[src/rtl/raster_core.sv]
// Triangle raster engine: takes one 10-beat setup packet, walks the
// y_count x x_len pixel box and streams {15'b0, covered, z[15:0]} per pixel.
//
//   state  | meaning
//   -------+-----------------------------------------------------------
//   LOAD   | collecting setup beats; s_axis_tready high
//   RASTER | emitting pixel words; advances only on m_axis handshake
module raster_core #(
  parameter logic [31:0] ONE_Q     = 32'h4000_0000,
  parameter int          PKT_BEATS = 10
) (
  input  logic        aclk,
  input  logic        areset,
  input  logic [31:0] s_axis_tdata,
  input  logic        s_axis_tvalid,
  input  logic        s_axis_tlast,
  output logic        s_axis_tready,
  output logic [31:0] m_axis_tdata,
  output logic        m_axis_tvalid,
  output logic        m_axis_tlast,
  input  logic        m_axis_tready
);

  typedef enum logic {LOAD, RASTER} state_t;

  localparam logic [3:0] LAST_BEAT = 4'(PKT_BEATS - 1);

  state_t      state, state_next;
  logic [3:0]  beat_cnt;

  logic [15:0] x_len;
  logic [7:0]  y_count;
  logic [31:0] l0_base, l1_base, dl0x, dl1x, dl0y, dl1y;
  logic [15:0] z_base, dzx, dzy;

  logic [31:0] row_l0, row_l1, pix_l0, pix_l1;
  logic [15:0] row_z, pix_z;
  logic [15:0] x_cnt;
  logic [7:0]  y_cnt;

  logic               s_hs, m_hs, last_beat, pkt_done, box_empty;
  logic               x_last, y_last, covered;
  logic signed [32:0] l_sum;

  assign s_hs      = s_axis_tvalid & s_axis_tready;
  assign m_hs      = m_axis_tvalid & m_axis_tready;
  assign last_beat = (beat_cnt == LAST_BEAT);
  assign pkt_done  = s_hs & last_beat;
  // Header is stored on beat 0, so it is already valid when beat 9 lands.
  assign box_empty = (x_len == 16'd0) || (y_count == 8'd0);
  assign x_last    = (x_cnt == x_len - 16'd1);
  assign y_last    = (y_cnt == y_count - 8'd1);

  // Sign-extend both lambdas so the sum cannot overflow before the compare.
  assign l_sum   = $signed({pix_l0[31], pix_l0}) + $signed({pix_l1[31], pix_l1});
  assign covered = ~pix_l0[31] & ~pix_l1[31] & (l_sum <= $signed({1'b0, ONE_Q}));

  // State register.
  always_ff @(posedge aclk) begin
    if (areset) state <= LOAD;
    else        state <= state_next;
  end

  // Next-state and output decode; outputs depend only on registered state.
  always_comb begin
    state_next    = state;
    s_axis_tready = 1'b0;
    m_axis_tvalid = 1'b0;
    m_axis_tlast  = 1'b0;
    m_axis_tdata  = 32'd0;
    case (state)
      LOAD: begin
        s_axis_tready = 1'b1;
        if (pkt_done && !box_empty) state_next = RASTER;
      end
      RASTER: begin
        m_axis_tvalid = 1'b1;
        m_axis_tlast  = x_last & y_last;
        m_axis_tdata  = {15'd0, covered, pix_z};
        if (m_hs && x_last && y_last) state_next = LOAD;
      end
      default: state_next = LOAD;
    endcase
  end

  // Setup capture, beat counting and incremental pixel/row accumulation.
  always_ff @(posedge aclk) begin
    if (areset) begin
      beat_cnt <= 4'd0;
      x_len    <= 16'd0;
      y_count  <= 8'd0;
      l0_base  <= 32'd0;
      l1_base  <= 32'd0;
      dl0x     <= 32'd0;
      dl1x     <= 32'd0;
      dl0y     <= 32'd0;
      dl1y     <= 32'd0;
      z_base   <= 16'd0;
      dzx      <= 16'd0;
      dzy      <= 16'd0;
      row_l0   <= 32'd0;
      row_l1   <= 32'd0;
      pix_l0   <= 32'd0;
      pix_l1   <= 32'd0;
      row_z    <= 16'd0;
      pix_z    <= 16'd0;
      x_cnt    <= 16'd0;
      y_cnt    <= 8'd0;
    end else if (s_hs) begin
      case (beat_cnt)
        4'd0: begin
          y_count <= s_axis_tdata[23:16];
          x_len   <= s_axis_tdata[15:0];
        end
        4'd1: l0_base <= s_axis_tdata;
        4'd2: l1_base <= s_axis_tdata;
        4'd3: dl0x    <= s_axis_tdata;
        4'd4: dl1x    <= s_axis_tdata;
        4'd5: dl0y    <= s_axis_tdata;
        4'd6: dl1y    <= s_axis_tdata;
        4'd7: z_base  <= s_axis_tdata[15:0];
        4'd8: dzx     <= s_axis_tdata[15:0];
        4'd9: dzy     <= s_axis_tdata[15:0];
        default: ;
      endcase
      // Beat 9 ends the packet regardless of tlast; an earlier tlast drops it.
      if (last_beat || s_axis_tlast) beat_cnt <= 4'd0;
      else                           beat_cnt <= beat_cnt + 4'd1;
      if (last_beat) begin
        row_l0 <= l0_base;
        row_l1 <= l1_base;
        row_z  <= z_base;
        pix_l0 <= l0_base;
        pix_l1 <= l1_base;
        pix_z  <= z_base;
        x_cnt  <= 16'd0;
        y_cnt  <= 8'd0;
      end
    end else if (m_hs) begin
      if (x_last) begin
        x_cnt <= 16'd0;
        if (!y_last) begin
          y_cnt  <= y_cnt + 8'd1;
          row_l0 <= row_l0 + dl0y;
          row_l1 <= row_l1 + dl1y;
          row_z  <= row_z + dzy;
          pix_l0 <= row_l0 + dl0y;
          pix_l1 <= row_l1 + dl1y;
          pix_z  <= row_z + dzy;
        end
      end else begin
        x_cnt  <= x_cnt + 16'd1;
        pix_l0 <= pix_l0 + dl0x;
        pix_l1 <= pix_l1 + dl1x;
        pix_z  <= pix_z + dzx;
      end
    end
  end

endmodule

[config.mk]
export PLATFORM = sky130hd
export DESIGN_NAME = raster_core
export DESIGN_NICKNAME = d
export VERILOG_FILES = /design/src/rtl/raster_core.sv
export SDC_FILE = /design/constraint.sdc
export NUM_CORES = 2
export LEC_CHECK = 0
export CORE_MARGIN = 2
export CORE_UTILIZATION = 30
export CTS_CLUSTER_SIZE = 40
export DETAILED_ROUTE_END_ITERATION = 10
export PLACE_DENSITY_LB_ADDON = 0.3
export SLEW_MARGIN = 20
export SYNTH_ARGS = -nofsm -noshare
export SYNTH_HDL_FRONTEND = slang
export SYNTH_SLANG_ARGS = --single-unit
[constraint.sdc]
create_clock -name aclk -period 11.9 [get_ports aclk]
set_input_delay 2.38 -clock aclk [delete_from_list [all_inputs] [get_ports aclk]]
set_output_delay 2.38 -clock aclk [all_outputs]
set_load 0.02 [all_outputs]
Yosys cells after proc, flatten, opt, wreduce, memory -nomap -nowiden
Cells that the tools add are included. Widths: inputs -> output; s select.

$add $sub $neg: 12. $lt $le $gt $ge: 1. Equality and inequality tests: 14. Muxes and demuxes: 41. Bitwise operators: 9. Reduce and logical (&&, ||, !) cells: 24.

Operators with widths (number): $mux 32 (16); $mux 16 (12); $add 32x32->32 (4); $mux 8 (5); $add 32x32->33 (1); $le 33x32->1 const B (1); $add 16x16->16 (2); $reduce_and 2->1 (11); $mux 17 (1); $add 16x1->16 const B (1); $eq 16x16->1 (1); $eq 4x3->1 const B (4); $logic_not 16->1 (1); $sub 16x1->16 const B (1); $add 8x1->8 const B (1); $eq 4x2->1 const B (2); $eq 4x4->1 const B (2); $eq 8x8->1 (1); $logic_not 8->1 (1); $sub 8x1->8 const B (1); $and 1x1->1 (6); $mux 1 (5); $add 4x1->4 const B (1); $eq 4x1->1 const B (1); other kinds (13) (19).

Register bits after elaboration: 453. Bits of input ports: 37. Output and inout port bits: 35. Word-level logic and storage cells: 122.

Depth between registers and ports, before layout
Word-level depth: 6. Depth in mapped cells: 16. Mapped depth without buffers: 13.

Worst setup path before layout
OpenSTA, ideal clock, no wires.

Path type: flip-flop to output port. From: reg pix_l0[1]. To: out m_axis_tdata[16]. Data arrival time: 3516 ps. Required time: 9520 ps. Setup slack: 6004 ps. Cell stages (with the launch flop): 12. Buffers on the path: 0. Cells stage by stage: dfxtp_1 ha_1 a211oi_1 o21bai_1 a2111oi_0 o31a_1 o21ai_0 a211oi_1 xnor2_1 or4_1 o21bai_1 nor3b_1.

Cells in the longest elaborated chain, start to end: 4.

RTL lines: start, declared (line 36) `logic [31:0] row_l0, row_l1, pix_l0, pix_l1;`; start signal, assigned (line 133) `pix_l0 <= l0_base;`; start signal, assigned (line 147) `pix_l0 <= row_l0 + dl0y;`; start signal, assigned (line 153) `pix_l0 <= pix_l0 + dl0x;`; $add 32x32->33 (line 55) `assign l_sum = $signed({pix_l0[31], pix_l0}) + $signed({pix_l1[31], pix_l1});`; $le 33x32->1 (line 56) `assign covered = ~pix_l0[31] & ~pix_l1[31] & (l_sum <= $signed({1'b0, ONE_Q}));`; $and 1x1->1 (line 56); $mux 17 (line 71) `case (state)`; end, declared (line 18) `output logic [31:0] m_axis_tdata,`.

Every way passes these cells.

Worst setup path after layout
From: reg pix_l1[1]. To: out m_axis_tdata[16].

Cells in the longest elaborated chain, start to end: 4.

RTL lines: start, declared (line 36); start signal, assigned (line 134) `pix_l1 <= l1_base;`; start signal, assigned (line 148) `pix_l1 <= row_l1 + dl1y;`; start signal, assigned (line 154) `pix_l1 <= pix_l1 + dl1x;`; $add 32x32->33 (line 55); $le 33x32->1 (line 56); $and 1x1->1 (line 56); $mux 17 (line 71).

Every way passes these cells.

==> out/qor.yml <==
synth:
  synth-seq-area-share_pct: 31.7
  synth_top_family_by_area: "compound AO/OA/AOI/OAI gates"
  syn_inst: 3831
  synth-edff-count: 0
  syn_avg_cell_area_um2: 7.46
  synth_cell_type_count: 91
  synthFlopType: "dfxtp_1"
  synth_mux_area_share_pct: 0.880
  yosysWarnings: 0
  synth-simple-area-share_pct: 22.9
  synthesis.area_mm2: 0.0286
  yosys.area_share.adder_pct: 9.07
  synth.ff_latch_count: 453
  synth_compound_area_share_pct: 25.3
  async_flop_share_pct: 0
  synth_xor_area_share_pct: 5.42
sta:
  hold-worst-slack_ps: 447
  fin_ws_ps: 4100
  max_freq_mhz: 128
  rsz0062_at_grt: "false"
  period_share_pct: 65.5
  period_minus_slack_ps: 7800
  slew_violations: 0
  slew_headroom_pct: 28.1
  fin_setup_tns_ps: 0
  worst_slew_pin_slew_ps: 1080
  hold_viol: 0
  fin_skew_ps: 39.3
  setup_viol_count_final: 0
power_and_ir_drop:
  totalPowerFinal_mw: 3.44
  p_seq_share_pct: 44.9
  irDropWorstVdd_v: 0.0000995
  clock_power_share_pct: 49.3
  swShare_pct: 25.5
  p_leak_nw: 12.2
  p_sw_mw: 0.877
  combPwrFrac_pct: 5.9
  powerDensity_mw_per_mm2: 108
  internal-power_mw: 2.56
global_routing:
  antenna_found_initial: 2
  grt_max_degree: 146
  track_usage_pct: 18.9
  grt.overflow.total: 0
  grt_first_pass_wirelength_um: 147000
  grt_pass1_vias: 24900
layout:
  area_growth_pct: 11.3
  final_cell_area_mm2: 0.0318
  antennaDiodeCount: 0
  drive_gt1_share_pct: 4.15
  fin_nets: 3978
  utilization_pct: 33.6
  stdcell_count: 5046
critical_path:
  path_max_fanout: 5
  start_kind: "flop"
  cp.arrival_ps: 5420
  cp-end-kind: "primary output"
  required_ps: 9520
  path_class: "flop to primary output"
cts:
  clk_latency_ps: 650
  cts-htree-levels: 2
  cts_buffer_depth: 3
  clock-sinks: 453
  clock-root-buffer: "clkbuf_16"
  cts_made_buffers: 53
  cts_resized: 0
  cts_tree: "built"
  hold_buffers: 0
  post-cts-setup-buffers: 0
  path_clk_slew_ps: 60
die:
  core_area_mm2: 0.0947
  die_width_um: 313
  die_height_um: 313
  num_rows: 113
  num_io_pins: 72
  die-area_mm2: 0.0978
  start_util_pct: 30.2
status:
  run_status: "finished clean"
place:
  dp_hpwl_um: 67100
  dp_slack_ps: 4810
  placed_area_mm2: 0.0300
  place_congestion: 0.903
  post-place-cells: 4948
  io_buffers: 56
route:
  final_antenna_net_count: 0
  via_per_inst: 5.36
  via_count: 27000
  first_iter_violations: 2339
  routed_wl_um: 96400
  wl_per_cell_um: 19.1
  drc: 0
  drt_pass1_iterations: 6
run:
  drv_cap: 0
worst_hold_path:
  hold_class: "flop to flop"
[worst paths after layout]
path                                            endpoint  cells past startpoint  slack [ps]                      from
worst min register to register  l1_base[16]$_SDFFE_PP0P_                      2         450  l1_base[16]$_SDFFE_PP0P_
worst max register to register   pix_l1[26]$_SDFFE_PP0P_                     15        6600     x_len[0]$_SDFFE_PP0P_
worst max-delay path                    m_axis_tdata[16]                     12        4100    pix_l1[1]$_SDFFE_PP0P_
worst min-delay path            l1_base[16]$_SDFFE_PP0P_                      2         450  l1_base[16]$_SDFFE_PP0P_
[logic make-up (layout without fill, tap and decap cells)]
logic type      after synthesis  after routing
simple gates               1488           1488
fa+ha+maj                   203            203
other cells                   1             15
buf+inv                     321            257
compound gates             1163           1163
xor+xnor                    177            177
mux                          25             25
flops                       453            453
[power groups by stage]
stage / combinational [mW] / sequential, mW / clock, mW
5_1_grt: 0.216 / 1.54 / 1.78
4_1_cts: 0.200 / 1.54 / 1.73
3_5_place_dp: 0.199 / 1.58 / 0
2_1_floorplan: 0.128 / 1.57 / 0
3_3_place_gp: 0.198 / 1.57 / 0
6_report: 0.201 / 1.54 / 1.69
[per-layer routing]
layer	vias up	share of wire [%]	wire length (um)	track usage, %
met4	2	2.6	2490	5.34
met3	142	5.9	5680	2.51
met1	12800	47	45600	26.5
met5	-	0.0093	9	0
met2	727	44	42600	30.2
li1	13400	-	-	-
[state kept, by name, summed over array words and instances, names as in the netlist, 16 cells and up]
| register | count |
|---|---|
| l0_base | 32 |
| pix_l1 | 32 |
| dl1x | 32 |
| dzx | 16 |
| dl0x | 32 |
| z_base | 16 |
| dl0y | 32 |
| l1_base | 32 |
| row_z | 16 |
| pix_z | 16 |
| x_len | 16 |
| dzy | 16 |
| dl1y | 32 |
| row_l1 | 32 |
| pix_l0 | 32 |
| x_cnt | 16 |
| row_l0 | 32 |
[cells in the final DEF (no fill, tap or decap), types with 10 or more instances in the layout]
cell / n
a21oi_1: 527
nor2b_1: 22
mux2i_1: 24
a21o_1: 81
o211ai_1: 50
o21ai_0: 151
nand3_1: 69
buf_4: 29
nor2_1: 260
a211oi_1: 57
o2111ai_1: 11
clkbuf_16: 53
nand3b_1: 20
o31ai_1: 16
nor4_1: 17
and3_1: 37
and2_1: 38
clkdlybuf4s50_1: 55
o22ai_1: 11
clkbuf_1: 14
nand2_1: 821
nor3_1: 75
o21a_1: 31
conb_1: 15
inv_1: 71
o21bai_1: 27
xnor2_1: 103
clkinv_2: 10
dfxtp_1: 453
clkbuf_8: 10
or3_1: 24
xor2_1: 74
ha_1: 196
a311oi_1: 42
a31oi_1: 33
nand4_1: 23
nand2b_1: 22
[final cells by class]
cell class / count / area (um2)
fillers: 10100 / 62900
multi-input cells: 3071 / 18300
flip-flops and latches: 453 / 9070
well taps: 1265 / 1580
clock buffers: 77 / 1520
repair buffers: 87 / 823
inverters: 72 / 270
clock inverters: 21 / 267
[synthesized netlist by cell type, drive strengths merged (31+ instances only)]
cell type	instances	area, um2
o211ai	50	375
a21o	82	623
o21ai	157	790
ha	196	2450
nor2	262	986
nor3	76	385
clkbuf	186	698
and3	37	231
inv	71	267
o21a	31	233
xor2	74	648
dfxtp	453	9070
a211oi	57	428
nand3	69	345
xnor2	103	902
buf	63	384
a21oi	528	2640
nand2	824	3090
and2	40	250
a31oi	34	213
a311oi	42	368
[worst max-delay path, stage by stage (launching register included)]
cell	delay, ps
dfxtp_1	430
ha_1	280
a211oi_1	240
o21bai_1	170
a2111oi_1	870
o31a_1	340
o21a_1	150
o2111ai_1	90
nor4_1	560
o2111ai_1	220
o21bai_1	190
nor3b_1	490
clkdlybuf4s50_1	750
Note: power is estimated with default switching activity, not from simulation.
